===== src/rtl/axil_pkg.sv =====
// AXI4-Lite master bridge shared types.
// Response codes, FSM states, protection default.
package axil_pkg;

  typedef enum logic [1:0] {
    OKAY   = 2'b00,
    EXOKAY = 2'b01,
    SLVERR = 2'b10,
    DECERR = 2'b11
  } axil_resp_e;

  typedef enum logic [1:0] {
    W_IDLE = 2'd0,
    W_SEND = 2'd1,
    W_RESP = 2'd2
  } wr_state_e;

  typedef enum logic [1:0] {
    R_IDLE = 2'd0,
    R_ADDR = 2'd1,
    R_DATA = 2'd2
  } rd_state_e;

  localparam logic [2:0] AXIL_PROT_DEFAULT = 3'b000;

  // SLVERR and DECERR both have bit 1 set.
  function automatic logic resp_is_err(
    input logic [1:0] resp
  );
    return resp[1];
  endfunction

endpackage


===== src/rtl/axil_master_bridge.sv =====
// Core MMIO request to AXI4-Lite master bridge.
// Independent read/write channels, one outstanding each.
module axil_master_bridge
  import axil_pkg::*;
#(
  parameter int ADDR_WIDTH = 32,
  parameter int DATA_WIDTH = 32
) (
  input  logic                    CLK,
  input  logic                    RST_N,
  input  logic                    AXIL_START_WRITE,
  input  logic                    AXIL_START_READ,
  input  logic [ADDR_WIDTH-1:0]   AXIL_TRANSACTION_WRADDR,
  input  logic [DATA_WIDTH-1:0]   AXIL_TRANSACTION_WRDATA,
  input  logic [DATA_WIDTH/8-1:0] AXIL_TRANSACTION_WSTRB,
  input  logic [ADDR_WIDTH-1:0]   AXIL_TRANSACTION_RADDR,
  output logic [DATA_WIDTH-1:0]   AXIL_TRANSACTION_RDATA,
  output logic                    AXIL_DONE_WRITE,
  output logic                    AXIL_DONE_READ,
  output logic                    AXIL_BUSY_WRITE,
  output logic                    AXIL_BUSY_READ,
  output logic                    AXIL_ERR_WRITE,
  output logic                    AXIL_ERR_READ,
  output logic [ADDR_WIDTH-1:0]   M_AWADDR,
  output logic [2:0]              M_AWPROT,
  output logic                    M_AWVALID,
  input  logic                    M_AWREADY,
  output logic [DATA_WIDTH-1:0]   M_WDATA,
  output logic [DATA_WIDTH/8-1:0] M_WSTRB,
  output logic                    M_WVALID,
  input  logic                    M_WREADY,
  input  logic [1:0]              M_BRESP,
  input  logic                    M_BVALID,
  output logic                    M_BREADY,
  output logic [ADDR_WIDTH-1:0]   M_ARADDR,
  output logic [2:0]              M_ARPROT,
  output logic                    M_ARVALID,
  input  logic                    M_ARREADY,
  input  logic [DATA_WIDTH-1:0]   M_RDATA,
  input  logic [1:0]              M_RRESP,
  input  logic                    M_RVALID,
  output logic                    M_RREADY
);

  wr_state_e                r_wstate;
  logic [ADDR_WIDTH-1:0]    r_awaddr;
  logic [DATA_WIDTH-1:0]    r_wdata;
  logic [DATA_WIDTH/8-1:0]  r_wstrb;
  logic                     r_awvalid;
  logic                     r_wvalid;
  logic                     r_bready;
  logic                     r_done_w;
  logic                     r_err_w;
  logic                     r_busy_w;

  rd_state_e                r_rstate;
  logic [ADDR_WIDTH-1:0]    r_araddr;
  logic [DATA_WIDTH-1:0]    r_rdata;
  logic                     r_arvalid;
  logic                     r_rready;
  logic                     r_done_r;
  logic                     r_err_r;
  logic                     r_busy_r;

  logic                     w_aw_pend;
  logic                     w_w_pend;

  // AW and W retire independently; a channel stays
  // pending only while valid and not yet accepted.
  assign w_aw_pend = r_awvalid & ~M_AWREADY;
  assign w_w_pend  = r_wvalid & ~M_WREADY;

  // Write channel FSM: address+data, then response.
  always_ff @(posedge CLK or negedge RST_N) begin
    if (!RST_N) begin
      r_wstate  <= W_IDLE;
      r_awaddr  <= '0;
      r_wdata   <= '0;
      r_wstrb   <= '0;
      r_awvalid <= 1'b0;
      r_wvalid  <= 1'b0;
      r_bready  <= 1'b0;
      r_done_w  <= 1'b0;
      r_err_w   <= 1'b0;
      r_busy_w  <= 1'b0;
    end else begin
      r_done_w <= 1'b0;
      r_err_w  <= 1'b0;
      unique case (r_wstate)
        W_IDLE: begin
          if (AXIL_START_WRITE) begin
            r_awaddr  <= AXIL_TRANSACTION_WRADDR;
            r_wdata   <= AXIL_TRANSACTION_WRDATA;
            r_wstrb   <= AXIL_TRANSACTION_WSTRB;
            r_awvalid <= 1'b1;
            r_wvalid  <= 1'b1;
            r_busy_w  <= 1'b1;
            r_wstate  <= W_SEND;
          end
        end
        W_SEND: begin
          if (r_awvalid && M_AWREADY)
            r_awvalid <= 1'b0;
          if (r_wvalid && M_WREADY)
            r_wvalid <= 1'b0;
          if (!w_aw_pend && !w_w_pend) begin
            r_bready <= 1'b1;
            r_wstate <= W_RESP;
          end
        end
        W_RESP: begin
          if (M_BVALID) begin
            r_bready <= 1'b0;
            r_done_w <= 1'b1;
            r_err_w  <= resp_is_err(M_BRESP);
            r_busy_w <= 1'b0;
            r_wstate <= W_IDLE;
          end
        end
        default: begin
          r_wstate <= W_IDLE;
        end
      endcase
    end
  end

  // Read channel FSM: address, then data capture.
  always_ff @(posedge CLK or negedge RST_N) begin
    if (!RST_N) begin
      r_rstate  <= R_IDLE;
      r_araddr  <= '0;
      r_rdata   <= '0;
      r_arvalid <= 1'b0;
      r_rready  <= 1'b0;
      r_done_r  <= 1'b0;
      r_err_r   <= 1'b0;
      r_busy_r  <= 1'b0;
    end else begin
      r_done_r <= 1'b0;
      r_err_r  <= 1'b0;
      unique case (r_rstate)
        R_IDLE: begin
          if (AXIL_START_READ) begin
            r_araddr  <= AXIL_TRANSACTION_RADDR;
            r_arvalid <= 1'b1;
            r_busy_r  <= 1'b1;
            r_rstate  <= R_ADDR;
          end
        end
        R_ADDR: begin
          if (M_ARREADY) begin
            r_arvalid <= 1'b0;
            r_rready  <= 1'b1;
            r_rstate  <= R_DATA;
          end
        end
        R_DATA: begin
          if (M_RVALID) begin
            r_rdata  <= M_RDATA;
            r_rready <= 1'b0;
            r_done_r <= 1'b1;
            r_err_r  <= resp_is_err(M_RRESP);
            r_busy_r <= 1'b0;
            r_rstate <= R_IDLE;
          end
        end
        default: begin
          r_rstate <= R_IDLE;
        end
      endcase
    end
  end

  assign M_AWADDR  = r_awaddr;
  assign M_AWPROT  = AXIL_PROT_DEFAULT;
  assign M_AWVALID = r_awvalid;
  assign M_WDATA   = r_wdata;
  assign M_WSTRB   = r_wstrb;
  assign M_WVALID  = r_wvalid;
  assign M_BREADY  = r_bready;
  assign M_ARADDR  = r_araddr;
  assign M_ARPROT  = AXIL_PROT_DEFAULT;
  assign M_ARVALID = r_arvalid;
  assign M_RREADY  = r_rready;

  assign AXIL_TRANSACTION_RDATA = r_rdata;
  assign AXIL_DONE_WRITE = r_done_w;
  assign AXIL_DONE_READ  = r_done_r;
  assign AXIL_BUSY_WRITE = r_busy_w;
  assign AXIL_BUSY_READ  = r_busy_r;
  assign AXIL_ERR_WRITE  = r_err_w;
  assign AXIL_ERR_READ   = r_err_r;

endmodule

===== config.mk =====
export PLATFORM = sky130hd
export DESIGN_NAME = axil_master_bridge
export DESIGN_NICKNAME = d
export VERILOG_FILES = /design/src/rtl/axil_pkg.sv /design/src/rtl/axil_master_bridge.sv
export SDC_FILE = /design/constraint.sdc
export NUM_CORES = 1
export LEC_CHECK = 0
export CAP_MARGIN = 20
export CELL_PAD_IN_SITES_DETAIL_PLACEMENT = 1
export CELL_PAD_IN_SITES_GLOBAL_PLACEMENT = 2
export CORE_UTILIZATION = 23
export DETAILED_ROUTE_END_ITERATION = 7
export PLACE_DENSITY_LB_ADDON = 0.1
export SYNTH_ARGS = -nofsm -noshare
export SYNTH_HDL_FRONTEND = slang
export SYNTH_SLANG_ARGS = --single-unit

===== constraint.sdc =====
create_clock -name CLK -period 1.4 [get_ports CLK]
set_input_delay 0.14 -clock CLK [delete_from_list [all_inputs] [get_ports CLK]]
set_output_delay 0.14 -clock CLK [all_outputs]
set_load 0.005 [all_outputs]

==> impl_metrics.tcl, run 1 <==
set metrics [dict create \
    critical_path_class "register to register" \
    yosysWarnings 0 \
    root_buffer "clkbuf_16" \
    worst_setup_path_end_kind "register" \
    die_x_um 158 \
    drc 0 \
    ys_ff_latch 147 \
    ant_nets 0 \
    dp_hpwl_um 12400 \
    die_y_um 158 \
    finalCritPeriodShare 1.02 \
    ys.flop_type "dfrtp_1" \
    start_util 0.236 \
    synth_commonest_cells "147 x dfrtp_1, 123 x mux2_2, 10 x o21ai_0" \
    cap_violations 0 \
    power_density_nw_per_um2 2050 \
    fin_crit_ps 1430 \
    finClkSkew_ps 8.87 \
    rsz0062_at_grt "true" \
    cp-start-kind "register" \
    wl_per_cell_um 17.8 \
    run_status "complete, but fails checks" \
    clock_sinks 147 \
    ys_seq_area_frac 0.659 \
    critPathBufInv 3 \
    synth_top_family_by_area "multiplexers" \
    clock_latency_ps 410 \
    num_rows 56 \
    critPathRequiredTime_ps 1700 \
    path_clk_slew_ps 70 \
    path_common_cell "buf_6" \
    synth_xor_area_frac 0 \
    synth_most_common_cell "dfrtp_1" \
    yosys-top-cells-area "dfrtp_1 66%, mux2_2 25%, mux2_4 2.4%" \
    grt_pass1_wl_um 26100 \
    drive_above_1_share 0.310 \
    cp.arrival_ps 1730 \
    ios 294 \
    grt_max_degree 43 \
    grt_pass1_vias 4570 \
    synth_edf_count 0 \
    io_buffers 285 \
    leakage_nw 4.69 \
    min_path_type "input port to asynchronous set/reset pin" \
    cp_top_family "buffers and inverters" \
    fillCellCount 2457 \
    async_reset_ff_frac 1.00 \
    antenna_found_initial 0 \
    hold_violations 0 \
    grt.busiest_layer "met2" \
    syn_inst 342 \
    overflow 0 \
    yosys.area_share.adder 0 \
    setup_ws_ps -31.4 \
    netlist-cell-type-count 26 \
    worstPathCellList "buf_6 > nand3b_1 > buf_6 > clkbuf_16 > mux2_4" \
    timing.setup.tns_ps -523 \
    vias 4082 \
    synth_largest_area_cell "dfrtp_1" \
    fin_nets 823 \
    dr.pass1.iters 4 \
    use_met1 0.153 \
    synth-compound-area-share 0.0195 \
    core_area_um2 23600 \
    fin_util 0.426 \
    synth_mux_area_frac 0.274 \
    drt_iter0_markers 98 \
    yosysTopAreaCellShare 0.659 \
    grtUsageMet2 0.249 \
    synth.avg_cell_area_um2 16.3 \
    worst_path_max_delay_cell "dfrtp_2" \
    use_met3 0.0490 \
    grt_util_all_layers 0.140 \
    diodes 0 \
    netlist_area_um2 5580 \
    final-seq-area_um2 3680 \
    wirelength_um 17900 \
    violations "negative setup slack" \
    max_stage_delay_ps 430 \
    path_max_fanout 8 \
    max_freq_mhz 699 \
    gp_congestion 0.739 \
    ir_worst_vdd_v 0.000783 \
    multiInputGateArea_um2 2010 \
    synth-simple-area-share 0.0143 \
    die-area_um2 24900 \
    syn2layout_area_growth_pct 80.0 \
    setup_viol 50 \
    drv_slew 0 \
    cts.path.max_buffers 2 \
    cts_tree "built" \
    cts-buffers-inserted 17 \
    h-tree-depth 4 \
    avgViaCountPerCell 4.05 \
]
## worst paths after layout
kind / startpoint / end / slack (ps) / cells after the start
max in group asynchronous: RST_N / M_ARADDR[2] / 680 / 3
worst min register to register: AXIL_BUSY_READ / AXIL_BUSY_READ / 480 / 1
worst max-delay path: r_rstate[1] / AXIL_TRANSACTION_RDATA[20] / -30 / 5
min in group CLK: M_RRESP[1] / AXIL_ERR_READ / 290 / 2
worst max register to register: r_rstate[1] / AXIL_TRANSACTION_RDATA[20] / -30 / 5
worst min-delay path: RST_N / M_AWADDR[17] / 180 / 2
## cell usage in the layout (no fill, tap or decap), drive strengths merged, types with 2 or more instances in the layout
master	instances
clkbuf	22
o21ai	10
mux2	132
and2	3
clkinv	4
buf	43
nor2	4
bufinv	5
clkdlybuf4s50	141
dlygate4sd2	143
dfrtp	147
a21oi	2
inv	11
conb	6
## area by class of cell
| cell class | count | share of cell area |
|---|---|---|
| Multi-Input combinational cell | 170 | 0.200 |
| Timing Repair Buffer | 333 | 0.328 |
| Clock inverter | 12 | 0.0205 |
| Sequential cell | 147 | 0.366 |
| Inverter | 9 | 0.00336 |
| Clock buffer | 17 | 0.0423 |
| Tap cell | 319 | 0.0397 |
## repair_timing
action                     CTS  global route
hold endpoints to repair   147             0
setup endpoints to repair  224           121
hold buffers                 1             0
gates resized for setup    148            44
pin swaps                    1             1
cloned                       1             8
setup buffers               15             6
## flip-flops by register name, indices dropped and copies added, names as in the netlist, 2 cells and up
name / cells
AXIL_TRANSACTION_RDATA: 32
M_ARADDR: 32
M_AWADDR: 32
M_WDATA: 32
M_WSTRB: 4
r_rstate: 2
r_wstate: 2
## through the flow
stage	instances	power, mW	worst slack (ps)	hold slack, ps	instance area (um^2)
after detailed placement	947	16.3	-285	56.3	9060
after CTS	993	20.3	-31.9	175	9680
final	1007	20.6	-31.4	178	10000
after floorplan	347	10.7	-87.8	-156	5740
after global placement	947	16.0	-252	50.5	9060
after global routing	1007	21.9	-83.9	196	10000
## layer usage
| layer | wire length [um] | vias up |
|---|---|---|
| li1 | - | 1851 |
| met1 | 6940 | 2057 |
| met2 | 9330 | 155 |
| met3 | 1340 | 19 |
| met4 | 330 | 0 |
| met5 | 0 | - |
## cell families after synthesis
group,after synthesis
compound gates,18
buf+inv,30
flops,147
mux,133
other cells,1
simple gates,13
## worst reg2reg max path, stage by stage (launching register included)
cell and delay, ps:
dfrtp_2 430, buf_6 130, nand3b_1 130, buf_6 150, clkbuf_16 170, mux2_4 310
## report_power, final
group	switching (mW)	leakage, nW	internal, mW
logic	2.78	2.65	5.44
registers	1.04	1.73	6.31
clock network	1.86	0.306	3.15
total	5.68	4.69	14.9
Power figures use the tool's default switching activity.
==> inputs of run 2 (changes only) <==
- TNS_END_PERCENT: unset -> 10
==> run 2 against run 1 <==
  * The flow still finishes with violations (negative setup slack)
  * First-iteration DRC count grew 33%
  * Register-to-register slack lost 60 ps
  * Sequential power is essentially flat
  * Non-clock buffer count shrank 17
  * Fmax shrank 4.2%
  * Sequential share of layout area grew 1.0 points
  * Global-route usage is essentially flat
  * Hold slack lost 28 ps
  * Sequential cell count is the same
==> impl_metrics.tcl, run 2 (synthesis gave the netlist of run 1 again) <==
set metrics [dict create \
    whs_ps 150 \
    finalCritPeriodShare 1.07 \
    cts.path.max_buffers 2 \
    grt_pass1_wl_um 26000 \
    wirelength_um 17900 \
    gp_congestion 0.720 \
    final_cells 992 \
    violations "negative setup slack" \
    core_area_um2 23600 \
    vias 4012 \
    avgViaCountPerCell 4.04 \
    run_status "complete, but fails checks" \
    power_density_nw_per_um2 2020 \
    grt_max_degree 59 \
    dpl.cell_count 951 \
    fin_nets 807 \
    hold_violations 0 \
    worst_setup_path_end_kind "register" \
    worstPathCellList "nor2b_4 > and2_4 > clkbuf_16 > mux2_2" \
    root_buffer "clkbuf_16" \
    ios 294 \
    clock_latency_ps 410 \
    cts_tree "built" \
    total_power_mw 19.8 \
    cp_top_family "simple AND/OR/NAND/NOR gates" \
    finClkSkew_ps 7.67 \
    grt_util_all_layers 0.141 \
    power.share.combinational 0.411 \
    power_switching_share 0.287 \
    diodes 0 \
    min_path_type "input port to asynchronous set/reset pin" \
    cp.arrival_ps 1790 \
    clock_sinks 147 \
    overflow 0 \
    max_stage_delay_ps 410 \
    drv_slew 0 \
    h-tree-depth 4 \
    leakage_nw 4.49 \
    p_sw_mw 5.68 \
    cp-start-kind "register" \
    setup_ws_ps -94.9 \
    num_rows 56 \
    path_max_fanout 9 \
    dr.pass1.iters 4 \
    cts-buffers-inserted 17 \
    clkPwrFrac 0.215 \
    fin_crit_ps 1490 \
    rsz0062_at_grt "true" \
    die-area_um2 24900 \
    p_int_mw 14.1 \
    drt_iter0_markers 130 \
    syn2layout_area_growth_pct 75.1 \
    wl_per_cell_um 18.0 \
    antenna_found_initial 0 \
    ant_nets 0 \
    critical_path_class "register to register" \
    mostFrequentLayoutCell "dfrtp_1" \
    start_util 0.236 \
    io_buffers 285 \
    layout_common_cells "146 x dfrtp_1, 142 x dlygate4sd2_1, 141 x clkdlybuf4s50_1" \
    cap_violations 0 \
    drive_above_1_share 0.293 \
    grt_pass1_vias 4522 \
    worst_path_max_delay_cell "dfrtp_1" \
    timing.setup.tns_ps -4150 \
    dp_hpwl_um 12600 \
    critPathBufInv 1 \
    die_x_um 158 \
    power.share.sequential 0.374 \
    path_clk_slew_ps 60 \
    setup_viol 85 \
    critPathRequiredTime_ps 1700 \
    max_freq_mhz 669 \
    drc 0 \
    ir_worst_vdd_v 0.000788 \
    die_y_um 158 \
]
==> run 2: per-layer routing <==
metal	wire length, um	track usage
met2	9360	0.245
met1	6780	0.153
met4	153	0.0472
met5	0	0
met3	1580	0.0610
==> run 2: path summary, 6_finish.rpt <==
path / from / slack (ps) / cells after the start / endpoint
max: r_wstate[1] / -90 / 4 / M_WDATA[31]
min in group CLK: M_BRESP[1] / 280 / 2 / AXIL_ERR_WRITE
min reg2reg: AXIL_BUSY_READ / 480 / 1 / AXIL_BUSY_READ
min: RST_N / 150 / 2 / M_ARADDR[3]
max in group asynchronous: RST_N / 640 / 3 / M_AWADDR[28]
max reg2reg: r_wstate[1] / -90 / 4 / M_WDATA[31]
==> run 2: power groups by stage <==
| stage | Combinational (mW) | Clock, mW | Sequential, mW |
|---|---|---|---|
| global route | 8.83 | 4.60 | 7.69 |
| CTS | 7.53 | 4.45 | 7.37 |
| floorplan | 2.84 | 0 | 7.54 |
| detailed placement | 8.63 | 0 | 7.50 |
| global placement | 8.51 | 0 | 7.40 |
| finish | 8.13 | 4.25 | 7.38 |
==> run 2: cell type report <==
class / count / area (um^2)
fillers: 2438 / 13800
flip-flops and latches: 147 / 3680
repair buffers: 316 / 3110
multi-input cells: 171 / 2010
clock buffers: 18 / 429
well taps: 319 / 399
clock inverters: 12 / 111
inverters: 9 / 33.8
==> run 2: through the flow <==
| step | cell area (um^2) | setup WS [ps] | utilization |
|---|---|---|---|
| 2_1_floorplan | 5600 | -87.8 | - |
| 3_3_place_gp | 8980 | -324 | 0.380 |
| 3_5_place_dp | 8980 | -314 | 0.380 |
| 4_1_cts | 9470 | -85.0 | 0.401 |
| 5_1_grt | 9770 | -144 | 0.414 |
| 6_report | 9770 | -94.9 | 0.414 |
==> run 2: timing repair <==
item,CTS,global route
hold buffers,1,0
gates cloned,1,4
setup endpoints to repair,240,132
hold endpoints to repair,147,0
buffers inserted,4,1
resized for setup,158,58
pin swaps,0,2
==> inputs of run 3 (changes only) <==
- CORE_UTILIZATION: 23 -> 25
- SLEW_MARGIN: unset -> 20
- clock period: 1.4 -> 1.7 ns (I/O delays scaled with it)
==> run 3 against run 2 <==
  * The flow now finishes without violations
  * Die area is 7.9% lower
  * Combinational power is 17% lower
  * Wire length is 11% lower
  * Largest power group unchanged
  * Highest routed layer unchanged
  * Critical endpoint is now M_WVALID
==> impl_metrics.tcl, run 3 (synthesis gave the netlist of run 1 again) <==
set metrics [dict create \
    power_density_nw_per_um2 1780 \
    die-area_um2 22900 \
    setup_viol 0 \
    setup_ws_ps 160 \
    die_y_um 151 \
    root_buffer "clkbuf_16" \
    wirelength_um 15900 \
    cap_violations 0 \
    antenna_found_initial 0 \
    vias 3904 \
    run_status "complete, no violations" \
    diodes 0 \
    final_area_um2 9470 \
    cts-buffers-inserted 17 \
    worst_path_max_delay_cell "clkdlybuf4s50_1" \
    start_util 0.255 \
    total_power_mw 16.8 \
    hold_violations 0 \
    cp-start-kind "register" \
    drc 0 \
    cts.path.max_buffers 2 \
    avgViaCountPerCell 4.17 \
    fin_crit_ps 1540 \
    die_x_um 151 \
    layout_common_cells "284 x clkdlybuf4s50_1, 147 x dfrtp_1, 123 x mux2_2" \
    dp_hpwl_um 11900 \
    ir_worst_vdd_v 0.000656 \
    drive_above_1_share 0.273 \
    post_cts_resized 0 \
    drv_slew 0 \
    critPathRequiredTime_ps 1530 \
    critical_path_class "register to output port" \
    cp.arrival_ps 1370 \
    final-seq-area_um2 3680 \
    fillCellCount 2254 \
    grt_util_all_layers 0.143 \
    grt_pass1_wl_um 24100 \
    post_cts_buffers 0 \
    critPathBufInv 1 \
    cts_hold_buf 1 \
    drt_iter0_markers 71 \
    finalCritPeriodShare 0.906 \
    max_stage_delay_ps 550 \
    place_ws_ps -36.9 \
    placed_cell_area_um2 8840 \
    io_buffers 285 \
    ant_nets 0 \
    path_clk_slew_ps 60 \
    final_cells 936 \
    max_freq_mhz 649 \
    fin_nets 788 \
    grt_pass1_vias 4386 \
    clock_sinks 147 \
    num_rows 54 \
    path_max_fanout 4 \
    dpl.cell_count 903 \
    whs_ps 236 \
    ios 294 \
    gp_congestion 0.711 \
    rsz0062_at_grt "false" \
    cp_top_family "buffers and inverters" \
    core_area_um2 21900 \
    h-tree-depth 4 \
    dr.pass1.iters 4 \
    grt_max_degree 41 \
    cts_tree "built" \
    ff2ff_setup_slack_ps 200 \
    overflow 0 \
    syn2layout_area_growth_pct 69.7 \
    wl_per_cell_um 17.0 \
    clock_latency_ps 420 \
    finClkSkew_ps 9.34 \
    leakage_nw 3.94 \
    timing.setup.tns_ps 0 \
    multiInputGateArea_um2 1750 \
    mostFrequentLayoutCell "clkdlybuf4s50_1" \
    fin_util 0.433 \
    worstPathCellList "clkdlybuf4s50_1" \
    min_path_type "input port to asynchronous set/reset pin" \
    worst_setup_path_end_kind "output port" \
]
## run 3: cell count changes in the layout (fill, tap and decap cells not counted), moves of 2 or more
cell             before  now
mux2_2               57  123
dlygate4sd2_1       142    0
clkdlybuf4s50_1     141  284
bufinv_16             1    3
clkbuf_8              0    3
buf_12                9    7
clkbuf_16            20   17
buf_4                14    5
clkinvlp_4            6    1
mux2_4               75    9
buf_6                 4    1
## run 3: layer usage
layer	wire length, um	track usage
met3	1440	0.0587
met1	6080	0.156
met4	199	0.0525
met2	8180	0.245
met5	0	0
## run 3: report_power, final
part / switching, mW / internal (mW)
clock: 1.52 / 2.44
combinational: 2.00 / 4.76
sequential: 0.913 / 5.20
total: 4.44 / 12.4
## run 3: layout make-up
type	count	area share
timing repair buffer	298	0.321
tap	280	0.0370
sequential	147	0.388
clock buffer	21	0.0497
multi-input combinational	170	0.185
inverter	9	0.00357
clock inverter	11	0.0156
## run 3: worst paths after layout
| path | from | endpoint | cells past startpoint |
|---|---|---|---|
| min in group CLK | M_BRESP[1] | AXIL_ERR_WRITE | 2 |
| max in group asynchronous | RST_N | r_wstate[1] | 3 |
| setup reg to reg | r_wstate[1] | M_WDATA[15] | 4 |
| hold reg to reg | AXIL_BUSY_READ | AXIL_BUSY_READ | 1 |
| hold / removal | RST_N | M_ARADDR[13] | 2 |
| setup / recovery | M_WVALID | M_WVALID | 1 |
